[config.mk]
export PLATFORM = sky130hd
export DESIGN_NAME = tanh_lut_pipe
export DESIGN_NICKNAME = d
export VERILOG_FILES = /design/src/rtl/tanh_lut_pipe.sv
export SDC_FILE = /design/constraint.sdc
export NUM_CORES = 1
export LEC_CHECK = 0
export BUFFER_PORTS_ARGS = -buffer_cell sky130_fd_sc_hd__buf_2
export CAP_MARGIN = 40
export CORE_MARGIN = 2
export CORE_UTILIZATION = 60
export CTS_CLUSTER_SIZE = 16
export DETAILED_ROUTE_END_ITERATION = 8
export GPL_ROUTABILITY_DRIVEN = 0
export PLACE_DENSITY = 0.78
export SLEW_MARGIN = 30
export SYNTH_ARGS = -nofsm -noshare
export SYNTH_HDL_FRONTEND = slang
export SYNTH_SLANG_ARGS = --single-unit
[constraint.sdc]
create_clock -name clk -period 4.5 [get_ports clk]
set_clock_uncertainty 0.1 [all_clocks]
set_input_delay 0.675 -clock clk [delete_from_list [all_inputs] [get_ports clk]]
set_output_delay 0.675 -clock clk [all_outputs]
set_load 0.02 [all_outputs]
[src/rtl/tanh_lut_pipe.sv]
// Two-stage tanh lookup: |bias| scaled by beta and clamped to a table index, then
// a run-time-loadable magnitude table with odd symmetry restoring the sign.
module tanh_lut_pipe #(
    parameter int IN_W   = 6,
    parameter int OUT_W  = 32,
    parameter int ADDR_W = 4,
    parameter int BETA_W = 3
) (
    input  logic              clk,
    input  logic              rst_n,
    input  logic              in_valid,
    output logic              in_ready,
    input  logic [IN_W-1:0]   in_bias,
    input  logic [BETA_W-1:0] beta_shift,
    output logic              out_valid,
    input  logic              out_ready,
    output logic [OUT_W-1:0]  out_tanh,
    output logic              out_sat,
    input  logic              cfg_we,
    input  logic [ADDR_W-1:0] cfg_addr,
    input  logic [OUT_W-2:0]  cfg_data,
    output logic              init_busy
);
    localparam int DEPTH = 2 ** ADDR_W;
    localparam int MAG_W = IN_W + 1;
    // Wide enough for the largest magnitude shifted by the largest beta.
    localparam int SC_W  = MAG_W + 2 ** BETA_W - 1;
    localparam logic [SC_W-1:0] IDX_MAX = SC_W'(DEPTH - 1);

    typedef enum logic {S_INIT, S_RUN} state_t;

    state_t            state, state_nxt;
    logic [ADDR_W-1:0] init_addr;
    logic [OUT_W-2:0]  table_mem [DEPTH];

    logic              en;
    logic [MAG_W-1:0]  bias_x, mag;
    logic [SC_W-1:0]   scaled;
    logic              sat;
    logic [ADDR_W-1:0] idx;

    logic              s1_valid, s1_sign, s1_sat;
    logic [ADDR_W-1:0] s1_idx;

    always_ff @(posedge clk) begin
        if (!rst_n) begin
            state     <= S_INIT;
            init_addr <= '0;
        end else begin
            state <= state_nxt;
            if (state == S_INIT) init_addr <= init_addr + ADDR_W'(1);
        end
    end

    always_comb begin
        state_nxt = state;
        case (state)
            S_INIT:  if (init_addr == ADDR_W'(DEPTH - 1)) state_nxt = S_RUN;
            S_RUN:   state_nxt = S_RUN;
            default: state_nxt = S_INIT;
        endcase
    end

    assign init_busy = (state == S_INIT);
    assign en        = !out_valid || out_ready;
    assign in_ready  = (state == S_RUN) && en;

    // The clear sweep owns the write port until RUN; cfg writes are dropped meanwhile.
    always_ff @(posedge clk) begin
        if (rst_n) begin
            if (state == S_INIT) table_mem[init_addr] <= '0;
            else if (cfg_we)     table_mem[cfg_addr]  <= cfg_data;
        end
    end

    // Extra magnitude bit so the most negative bias maps to +2**(IN_W-1).
    always_comb begin
        bias_x = {in_bias[IN_W-1], in_bias};
        mag    = in_bias[IN_W-1] ? (~bias_x + MAG_W'(1)) : bias_x;
        scaled = SC_W'(mag) << beta_shift;
        sat    = scaled > IDX_MAX;
        idx    = sat ? {ADDR_W{1'b1}} : scaled[ADDR_W-1:0];
    end

    // S2 reads the table with the pre-edge contents, so a same-cycle cfg write is seen next time.
    always_ff @(posedge clk) begin
        if (!rst_n) begin
            s1_valid  <= 1'b0;
            s1_sign   <= 1'b0;
            s1_sat    <= 1'b0;
            s1_idx    <= '0;
            out_valid <= 1'b0;
            out_tanh  <= '0;
            out_sat   <= 1'b0;
        end else if (en) begin
            s1_valid  <= in_valid && in_ready;
            s1_sign   <= in_bias[IN_W-1];
            s1_sat    <= sat;
            s1_idx    <= idx;
            out_valid <= s1_valid;
            out_tanh  <= {s1_sign, table_mem[s1_idx]};
            out_sat   <= s1_sat;
        end
    end
endmodule
# == Yosys cells after proc, flatten, opt, wreduce, memory -nomap -nowiden ==
# Memories as Yosys holds them, arrays and structs flattened. A register that Yosys moved wholly into a read port is not among the register bits.
# Index checks and enable logic that the tools add are counted.
# totals
reg_bits,46
mem_bits_rw,496
input_bits,49
output_inout_bits,36
elab_cells,37
mem_count,1
# mem_list
memory,depth,width,read_ports,rd_clocked_by_memory_dff,write_ports,line,source
table_mem,16,31,1,1,1,34,logic [OUT_W-2:0] table_mem [DEPTH];
# op_classes
add_sub_neg,2
order_cmp,1
n_eq_ne,1
shift,1
n_mux,14
bitwise,2
reduce_logical,6
# ops
op,count
31-bit two-way mux,1
31-bit OR reduction,1
"14-bit by 4-bit greater-than comparator with 1-bit output, second input constant",1
7-bit by 3-bit left shift with 14-bit output,1
1-bit two-way mux,9
4-bit two-way mux,2
"7-bit by 1-bit adder with 7-bit output, second input constant",1
7-bit two-way mux,1
7-bit NOT,1
"4-bit by 1-bit adder with 4-bit output, second input constant",1
"4-bit == test, second input constant",1
1-bit logical AND,2
1-bit zero test,2
1-bit one-hot mux with 2 select lines,1
1-bit logical OR,1
1-bit NOT,1

# == Depth between registers and ports, before layout ==
# Gate-level depths: netlist of run 1.
# logic_depth
word_depth,6
depth_mapped,7
depth_no_buf,7

# == Worst setup path after synthesis of run 1 ==
# Ideal clock, no wire load.
# synth_timing
path_type,input port to flip-flop
startpoint,in rst_n
endpoint,mem table_mem[15][0] (netlist name) (enable)
setup_ns,0.419
t_arrival_ns,3.067
required_ns,3.981
slack_ns,0.914
cell_stages,6
path_buffers,2
cell_sequence,clkbuf_1 and3_1 clkbuf_1 mux2i_1 or3b_1 nor2_1
# synth_between
elab_chain_cells,4
word_cells_on_any_way,7
cone_classes,mux (6); reduce/logical (1)
# synth_lines
element,line,source
"start, declared",10,"input logic rst_n,"
1-bit two-way mux,70,if (rst_n) begin
1-bit two-way mux (not written as such),72,else if (cfg_we) table_mem[cfg_addr] <= cfg_data;
31-bit OR reduction (no source line),-,
4-bit two-way mux (no source line) / 1-bit two-way mux (equally long branches),-,
"end, declared",34,
# Parallel ways exist; a longest one is shown, timed or not.

# == Final worst setup path of run 1 ==
# layout_timing
startpoint,reg state
endpoint,mem table_mem[10][28] (netlist name) (enable)
# layout_between
elab_chain_cells,5
word_cells_on_any_way,9
cone_classes,mux (8); reduce/logical (1)
# layout_lines
element,line,source
"start, declared",32,"state_t state, state_nxt;"
"start signal, assigned",50,state <= state_nxt;
1-bit two-way mux,71,if (state == S_INIT) table_mem[init_addr] <= '0;
1-bit two-way mux,70,
1-bit two-way mux (not written as such),72,
31-bit OR reduction (no source line),-,
4-bit two-way mux (no source line) / 1-bit two-way mux (equally long branches),-,
# Parallel ways exist; a longest one is shown, timed or not.

==> results by group, run 1 <==
Finish
  • Fill count: 2,014
  • Final #Nets: 1,149
  • Diodes inserted: 0
  • Util after Layout: 70.2%
  • Final Non-Filler Cells: 1,589
  • P&R area growth vs syn: 14.5%
  • Share of layout cells above drive strength 1: 30.9%
  • Cell area after layout: 23,700 sq um

Critical path
  • Crit-path max FO: 39
  • Crit path buf inv count: 2
  • CP Class: flip-flop to flip-flop
  • CP max stage delay: 0.52 ns
  • Crit-path cells: and3_2, buf_4, nor3b_1, a31oi_2, nor2_4, buf_4
  • Critical Path RT: 4.62 ns
  • Setup crit start kind: flip-flop
  • Crit end category: flip-flop
  • Arrival @ worst endpoint: 3.24 ns
  • Top delay family on crit path: simple AND/OR/NAND/NOR gates
  • Slowest CP cell: nor2_4
  • CP dominant cell by count: buf_4

Route
  • Remaining DRCs: 0
  • DR WL/cell: 29.0 um
  • Vias: 10,556
  • Post-DR vias/cell: 6.64
  • Initial DRC count: 1,231
  • Routed Antenna Nets: 0
  • Post-detailed-routing wire length: 46.0 mm
  • Drt pass-1 iters: 5

Pwr
  • Pwr Total: 10.8 mW
  • Comb pwr share: 6.1%
  • Switching Share: 21.2%
  • Int Power: 8.52 mW
  • Register share of total power: 51.8%
  • Leak Pwr: 7.00 nW
  • Net load switching power: 2.30 mW
  • Part of the power in the clock network: 42.1%
  • Power per cell area: 457 nW/um^2
  • Peak supply drop: 346 uV

Synth
  • Instance count of the mapped netlist: 991
  • Most frequent cell after synthesis: edfxtp_1
  • Mapped Nets: 1,042
  • Asr flop ratio synth: 0%
  • Synthesized area per cell: 20.8 sq um
  • Synth top area share: 72.1%
  • Yosys reg bits: 542
  • Largest area contributor in the netlist: edfxtp_1
  • Ys flop type: edfxtp_1
  • Synth top area cells: edfxtp_1, mux4_2, dfxtp_1
  • Post-synth top cells: edfxtp_1, mux4_2, a22oi_1, dfxtp_1, clkbuf_1
  • Mapped cell area: 20,700 sq um
  • Post-synth EDFFs: 496
  • Distinct cells, synth: 42
  • Register area share after synthesis: 76.6%
  • Synth warn: 0

Global route
  • First-pass GRT wire length: 68.8 mm
  • Initial antenna violation count: 0
  • Pin count of the biggest net entering global routing: 68
  • Total GRT Usage: 26.3%
  • GR Overflow Total: 0
  • Vias in the first global route: 10,935

STA
  • Worst-margin pin slew: 0.830 ns
  • Slew Limit Fails: 0
  • RSZ-0062 raised after global routing: no
  • Hold_ws: 0.307 ns
  • # setup viols final: 0
  • Setup TNS: 0 ns
  • Peak Freq: 321 MHz
  • Final hold vios: 0
  • Part of the cycle the worst path needs: 69.3%
  • Rel. slew slack: 44.7%
  • Final min period: 3.12 ns
  • Final worst slack: 1.38 ns

Floorplanning
  • Die W: 190 um
  • Core area: 33,700 sq um
  • Initial Util: 61.3%
  • Die Ht: 190 um
  • Std cell rows: 67
  • Die area: 35,900 sq um
  • # IOs: 85

CTS
  • Clock Sinks: 542
  • CTS buffer count: 52
  • Clk root buf: clkbuf_16
  • Setup Fix Bufs, Post-CTS: 0
  • Worst-skew pair later-pin latency: 0.57 ns
  • TritonCTS clock tree: done
  • CTS Hold Bufs: 0
  • # H-tree levels: 2
  • CTS Buffer Depth: 3
  • Reg clk slew, reported paths: 0.06 ns
  • PostCTS Resize Cnt: 0

Status
  • Status: finished, final reports clean

Placed design
  • Post-Place Cell Area: 21,800 sq um
  • Placed Cells: 1,489
  • Port bufs: 84
  • DPL Wire Length: 24.1 mm
  • Pre-CTS setup slack: 1.14 ns

Min path
  • Worst hold path type: input pin to flip-flop

Flow run
  • Max-cap violations: 0
## state kept, by name, summed over array words and instances (netlist names)
| signal | flops |
|---|---|
| init_addr | 4 |
| out_sat | 1 |
| out_tanh | 32 |
| out_valid | 1 |
| s1_idx | 4 |
| s1_sat | 1 |
| s1_sign | 1 |
| s1_valid | 1 |
| state | 1 |
| table_mem | 496 |
## per-layer routing
layer | GRT usage, % | vias up | routed length [um]
met5 | 0 | - | 0
met4 | 8.56 | 0 | 1190
met3 | 4.81 | 88 | 3820
met2 | 43.5 | 630 | 23300
met1 | 36.3 | 5495 | 17700
li1 | - | 4343 | -
## final cells by class
class | instances | area, sq um | share of cell area [%]
clock buffers | 67 | 1420 | 5.99
clock inverters | 30 | 374 | 1.58
repair buffers | 116 | 766 | 3.24
multi-input cells | 380 | 4690 | 19.8
inverters | 6 | 22.5 | 0.0952
flip-flops and latches | 542 | 15800 | 66.9
well taps | 448 | 561 | 2.37
## worst reg2reg max path: cells and delay by family, from the launching register on
family	cells	cell delay (ns)
AO/OA/AOI/OAI	1	0.24
flip-flops	1	0.39
AND/OR/NAND/NOR	3	1.26
buffers and inverters	2	0.78
## power by group through the flow
| stage | sequential, mW | combinational [mW] | clock [mW] |
|---|---|---|---|
| 4_1_cts | 5.60 | 0.666 | 4.60 |
| 2_1_floorplan | 5.71 | 0.419 | 0 |
| 3_3_place_gp | 5.70 | 0.629 | 0 |
| 5_1_grt | 5.61 | 0.711 | 4.77 |
| 6_report | 5.60 | 0.665 | 4.55 |
| 3_5_place_dp | 5.70 | 0.654 | 0 |
## final timing paths
check,to,slack [ns],cells after the start,startpoint
hold reg to reg,s1_valid,0.36,2,s1_valid
setup / recovery,table_mem[10][28],1.38,6,state
hold / removal,s1_valid,0.31,3,in_valid
setup reg to reg,table_mem[10][28],1.38,6,state
## kinds of logic after synthesis
logic type | count (synthesis) | synth area share (%)
compound gates | 151 | 5.33
buf+inv | 69 | 1.56
fa+ha+maj | 2 | 0.121
flops | 542 | 76.6
simple gates | 95 | 2.49
xor+xnor | 4 | 0.170
mux | 128 | 13.8
## cell usage in the layout, fill, tap and decap left out, types with 3 or more instances in the layout
cell / count
a21boi_0: 5
a21oi_1: 32
a22oi_1: 62
a31o_1: 31
a31oi_1: 4
and2_1: 33
buf_12: 4
buf_16: 3
buf_2: 86
buf_4: 22
bufinv_16: 8
clkbuf_1: 9
clkbuf_16: 52
clkbuf_8: 6
clkinv_1: 4
clkinv_2: 11
clkinvlp_4: 4
dfxtp_1: 44
edfxtp_1: 496
inv_1: 6
mux4_2: 125
nand2_1: 12
nand3_1: 3
nand3b_1: 3
nor2_1: 7
nor2_4: 17
nor2b_1: 4
nor2b_4: 3
nor3b_1: 3
o221a_1: 4
or3b_1: 3
xnor2_1: 4
(Power assumes the default switching activity.)
==> run 2, diff against run 1 <==
--- a/config.mk
+++ b/config.mk
@@ -5,6 +5,7 @@
 export SDC_FILE = /design/constraint.sdc
 export NUM_CORES = 1
 export LEC_CHECK = 0
+export ABC_AREA = 1
 export BUFFER_PORTS_ARGS = -buffer_cell sky130_fd_sc_hd__buf_2
 export CAP_MARGIN = 40
 export CORE_MARGIN = 2
==> constraint.sdc (replaced) <==
create_clock -name clk -period 3.2 [get_ports clk]
set_clock_uncertainty 0.1 [all_clocks]
set_input_delay 0.48 -clock clk [delete_from_list [all_inputs] [get_ports clk]]
set_output_delay 0.48 -clock clk [all_outputs]
set_load 0.02 [all_outputs]
==> run 2 against run 1 <==
- highest routed layer unchanged
- setup slack got worse by 0.69 ns
- critical path depth did not move
- wire length rose by 22%
- non-clock buffer count rose by 48
- combinational power rose by 88%
- core utilization fell by 1.9 points
- global-route usage rose by 3.1 points
- largest cell class unchanged
- sequential share of layout area fell by 3.5 points
- critical endpoint is now table_mem[4][30]
==> results by group, run 2 <==
Pwr
  • Register share of total power: 52.4% (+0.6 points)
  • Comb pwr share: 8.4% (+2.3 points)
  • Int Power: 11.4 mW (+34%)
  • Peak supply drop: 478 uV (+38%)
  • Switching Share: 23.5% (+2.2 points)
  • Power per cell area: 597 nW/um^2 (+31%)
  • Part of the power in the clock network: 39.3% (-2.8 points)
  • Pwr Total: 14.9 mW (+38%)
  • Leak Pwr: 10.2 nW (+46%)
  • Net load switching power: 3.49 mW (+52%)

Synth
  • Distinct cells, synth: 26 (-38%)
  • Asr flop ratio synth: 0% (unchanged)
  • Synth top area cells: edfxtp_1, nand2_1, nand3_1
  • Instance count of the mapped netlist: 1,962 (+98%)
  • Post-synth top cells: nand2_1, edfxtp_1, nand3_1, inv_1, nor2_1
  • Mapped Nets: 2,013 (+93%)
  • Register area share after synthesis: 71.2% (-5.3 points)
  • Synthesized area per cell: 11.3 sq um (-46%)
  • Synth top area share: 67.1% (-5.0 points)
  • Mapped cell area: 22,200 sq um (+7.4%)
  • Yosys reg bits: 542 (unchanged)
  • Ys flop type: edfxtp_1
  • Post-synth EDFFs: 496 (unchanged)
  • Synth warn: 0 (unchanged)
  • Most frequent cell after synthesis: nand2_1
  • Largest area contributor in the netlist: edfxtp_1

Min path
  • Hold depth: 3 (unchanged)
  • Hold Path End: s1_valid
  • Worst hold path type: input pin to flip-flop
  • Hold path start: in_valid

Route
  • Remaining DRCs: 0 (unchanged)
  • Vias: 15,277 (+45%)
  • Post-DR vias/cell: 5.94 (-11%)
  • DR WL/cell: 21.9 um (-24%)
  • Routed Antenna Nets: 0 (unchanged)
  • Drt pass-1 iters: 6 (+1)
  • Initial DRC count: 1,658 (+35%)
  • Post-detailed-routing wire length: 56.2 mm (+22%)

Floorplanning
  • Std cell rows: 70 (+4.5%)
  • Core area: 36,500 sq um (+8.4%)
  • Die area: 38,600 sq um (+7.3%)
  • Initial Util: 60.8% (-0.53 points)
  • Die Ht: 196 um (+3.6%)
  • Die W: 196 um (+3.6%)
  • # IOs: 85 (unchanged)

STA
  • Worst-margin pin slew: 0.882 ns (+0.0529 ns)
  • Final hold vios: 0 (unchanged)
  • Peak Freq: 399 MHz (+24%)
  • # setup viols final: 0 (unchanged)
  • Final min period: 2.51 ns (-0.612 ns)
  • RSZ-0062 raised after global routing: no
  • Rel. slew slack: 41.2% (-3.5 points)
  • Slew Limit Fails: 0 (unchanged)
  • Part of the cycle the worst path needs: 78.4% (+9.0 points)
  • Setup TNS: 0 ns (unchanged)

Critical path
  • Origin of the critical flop-to-flop path: state
  • Crit-path cells: nand3_2, buf_4, o21ai_0, nand2_1, nor2_4, buf_4
  • Slowest CP cell: dfxtp_1
  • Crit end category: flip-flop
  • Crit-path max FO: 18 (-54%)
  • RR Endpoint: table_mem[4][30]
  • FF-to-FF setup slack: 0.69 ns (-0.69 ns)
  • Setup crit start kind: flip-flop
  • Critical Path RT: 3.36 ns (-1.26 ns)
  • Path depth of the worst reg2reg path: 6 (unchanged)
  • CP dominant cell by count: buf_4
  • Arrival @ worst endpoint: 2.67 ns (-0.57 ns)
  • CP Class: flip-flop to flip-flop
  • CP max stage delay: 0.45 ns (-0.07 ns)

Global route
  • GR Overflow Total: 0 (unchanged)
  • Vias in the first global route: 14,955 (+37%)
  • Pin count of the biggest net entering global routing: 144 (+110%)
  • First-pass GRT wire length: 85.2 mm (+24%)
  • Initial antenna violation count: 0 (unchanged)
  • Total GRT Usage: 29.4% (+3.1 points)

Status
  • Status: finished, final reports clean

CTS
  • Worst-skew pair later-pin latency: 0.60 ns (+0.03 ns)
  • CTS buffer count: 52 (unchanged)
  • TritonCTS clock tree: done
  • Clock Sinks: 542 (unchanged)
  • CTS Hold Bufs: 0 (unchanged)
  • # H-tree levels: 2 (unchanged)
  • Reg clk slew, reported paths: 0.06 ns (about the same)
  • Setup Fix Bufs, Post-CTS: 0 (unchanged)
  • Clk root buf: clkbuf_16
  • CTS Buffer Depth: 3 (unchanged)
  • PostCTS Resize Cnt: 0 (unchanged)

Finish
  • Final #Nets: 2,113 (+84%)
  • Share of layout cells above drive strength 1: 12.5% (-18 points)
  • Biggest regs: table_mem: 496 flops, out_tanh: 32 flops
  • Util after Layout: 68.3% (-1.9 points)
  • Cell area after layout: 25,000 sq um (+5.5%)
  • Commonest non-fill, non-tap cell in the layout: nand2_1
  • Largest Register: table_mem
  • Max reg flops: 496 (unchanged)
  • Most frequent cells in the layout: nand2_1, edfxtp_1, nand3_1, inv_1, buf_2
  • Diodes inserted: 0 (unchanged)
  • P&R area growth vs syn: 12.4%
  • Final Non-Filler Cells: 2,570 (+62%)
  • Fill count: 2,558 (+27%)

Placed design
  • Post-Place Cell Area: 23,300 sq um (+6.9%)
  • Port bufs: 84 (unchanged)
  • Placed Cells: 2,476 (+66%)
  • DPL Wire Length: 32.9 mm (+37%)

Flow run
  • Max-cap violations: 0 (unchanged)
[run 2: cell types whose count changed in the layout (fill, tap and decap cells not counted), sizes merged, moves of 7 or more]
cell / previous run / this run
nand2: 12 / 659
nand3: 3 / 419
mux4: 125 / 0
inv: 7 / 95
a22oi: 62 / 0
buf: 115 / 164
nor2: 24 / 64
and2: 34 / 0
a31o: 31 / 0
o211ai: 1 / 31
a21oi: 32 / 7
o21ai: 2 / 19
bufinv: 8 / 1
nor2b: 7 / 0
[run 2: critical path: cells and delay by family, from the launching register on]
kind                   cells  cell delay (ns)
AND/OR/NAND/NOR            3             0.70
buffers and inverters      2             0.56
flip-flops                 1             0.45
AO/OA/AOI/OAI              1             0.36
[run 2: how the worst max path moves through the flow]
stage | cells after the start | end | slack (ns) | from
after CTS | 4 | in_ready | 0.72 | out_valid
final | 6 | table_mem[4][30] | 0.69 | state
after global routing | 7 | table_mem[11][25] | 0.55 | state
after floorplan | 6 | table_mem[0][0] | 0.07 | rst_n
after detailed placement | 8 | table_mem[11][2] | 0.60 | rst_n
after global placement | 8 | table_mem[7][3] | 0.65 | rst_n
[run 2: metrics by stage]
stage / setup slack, ns / hold slack (ns)
floorplan: 0.0676 / 0.341
global placement: 0.652 / 0.350
detailed placement: 0.603 / 0.359
CTS: 0.722 / 0.0644
global route: 0.554 / 0.0744
finish: 0.692 / 0.0694
[run 2: layer usage]
layer / up-vias / part of all wire (%) / track usage [%] / routed length, um
met5: - / 0 / 0 / 0
met4: 0 / 4.9 / 14.8 / 2750
met3: 156 / 8.1 / 3.78 / 4570
met2: 854 / 50 / 50.2 / 28100
met1: 7297 / 37 / 37.5 / 20900
li1: 6970 / - / - / -
[run 2: power by group through the flow]
stage               Combinational (mW)  Clock (mW)  Sequential, mW
global route                      1.35        6.13            7.81
floorplan                        0.818           0            7.98
detailed placement                1.23           0            7.95
finish                            1.25        5.85            7.80
global placement                  1.21           0            7.94
CTS                               1.24        5.88            7.80
[run 2: cell families (layout without fill, tap and decap cells)]
kind of cell | count (synthesis) | count (layout) | share of synthesized area [%]
AO/OA/AOI/OAI | 59 | 59 | 1.69
adder cells (fa/ha/maj) | 2 | 2 | 0.113
buffers and inverters | 213 | 353 | 5.13
flip-flops | 542 | 542 | 71.2
AND/OR/NAND/NOR | 1146 | 1146 | 21.8
[run 2: layout make-up]
| cell class | instances | area [sq um] | area share (%) |
|---|---|---|---|
| flip-flops and latches | 542 | 15800 | 63.4 |
| multi-input cells | 1207 | 5370 | 21.5 |
| clock buffers | 72 | 1480 | 5.93 |
| repair buffers | 164 | 1180 | 4.74 |
| well taps | 468 | 586 | 2.35 |
| inverters | 95 | 364 | 1.46 |
| clock inverters | 22 | 141 | 0.567 |
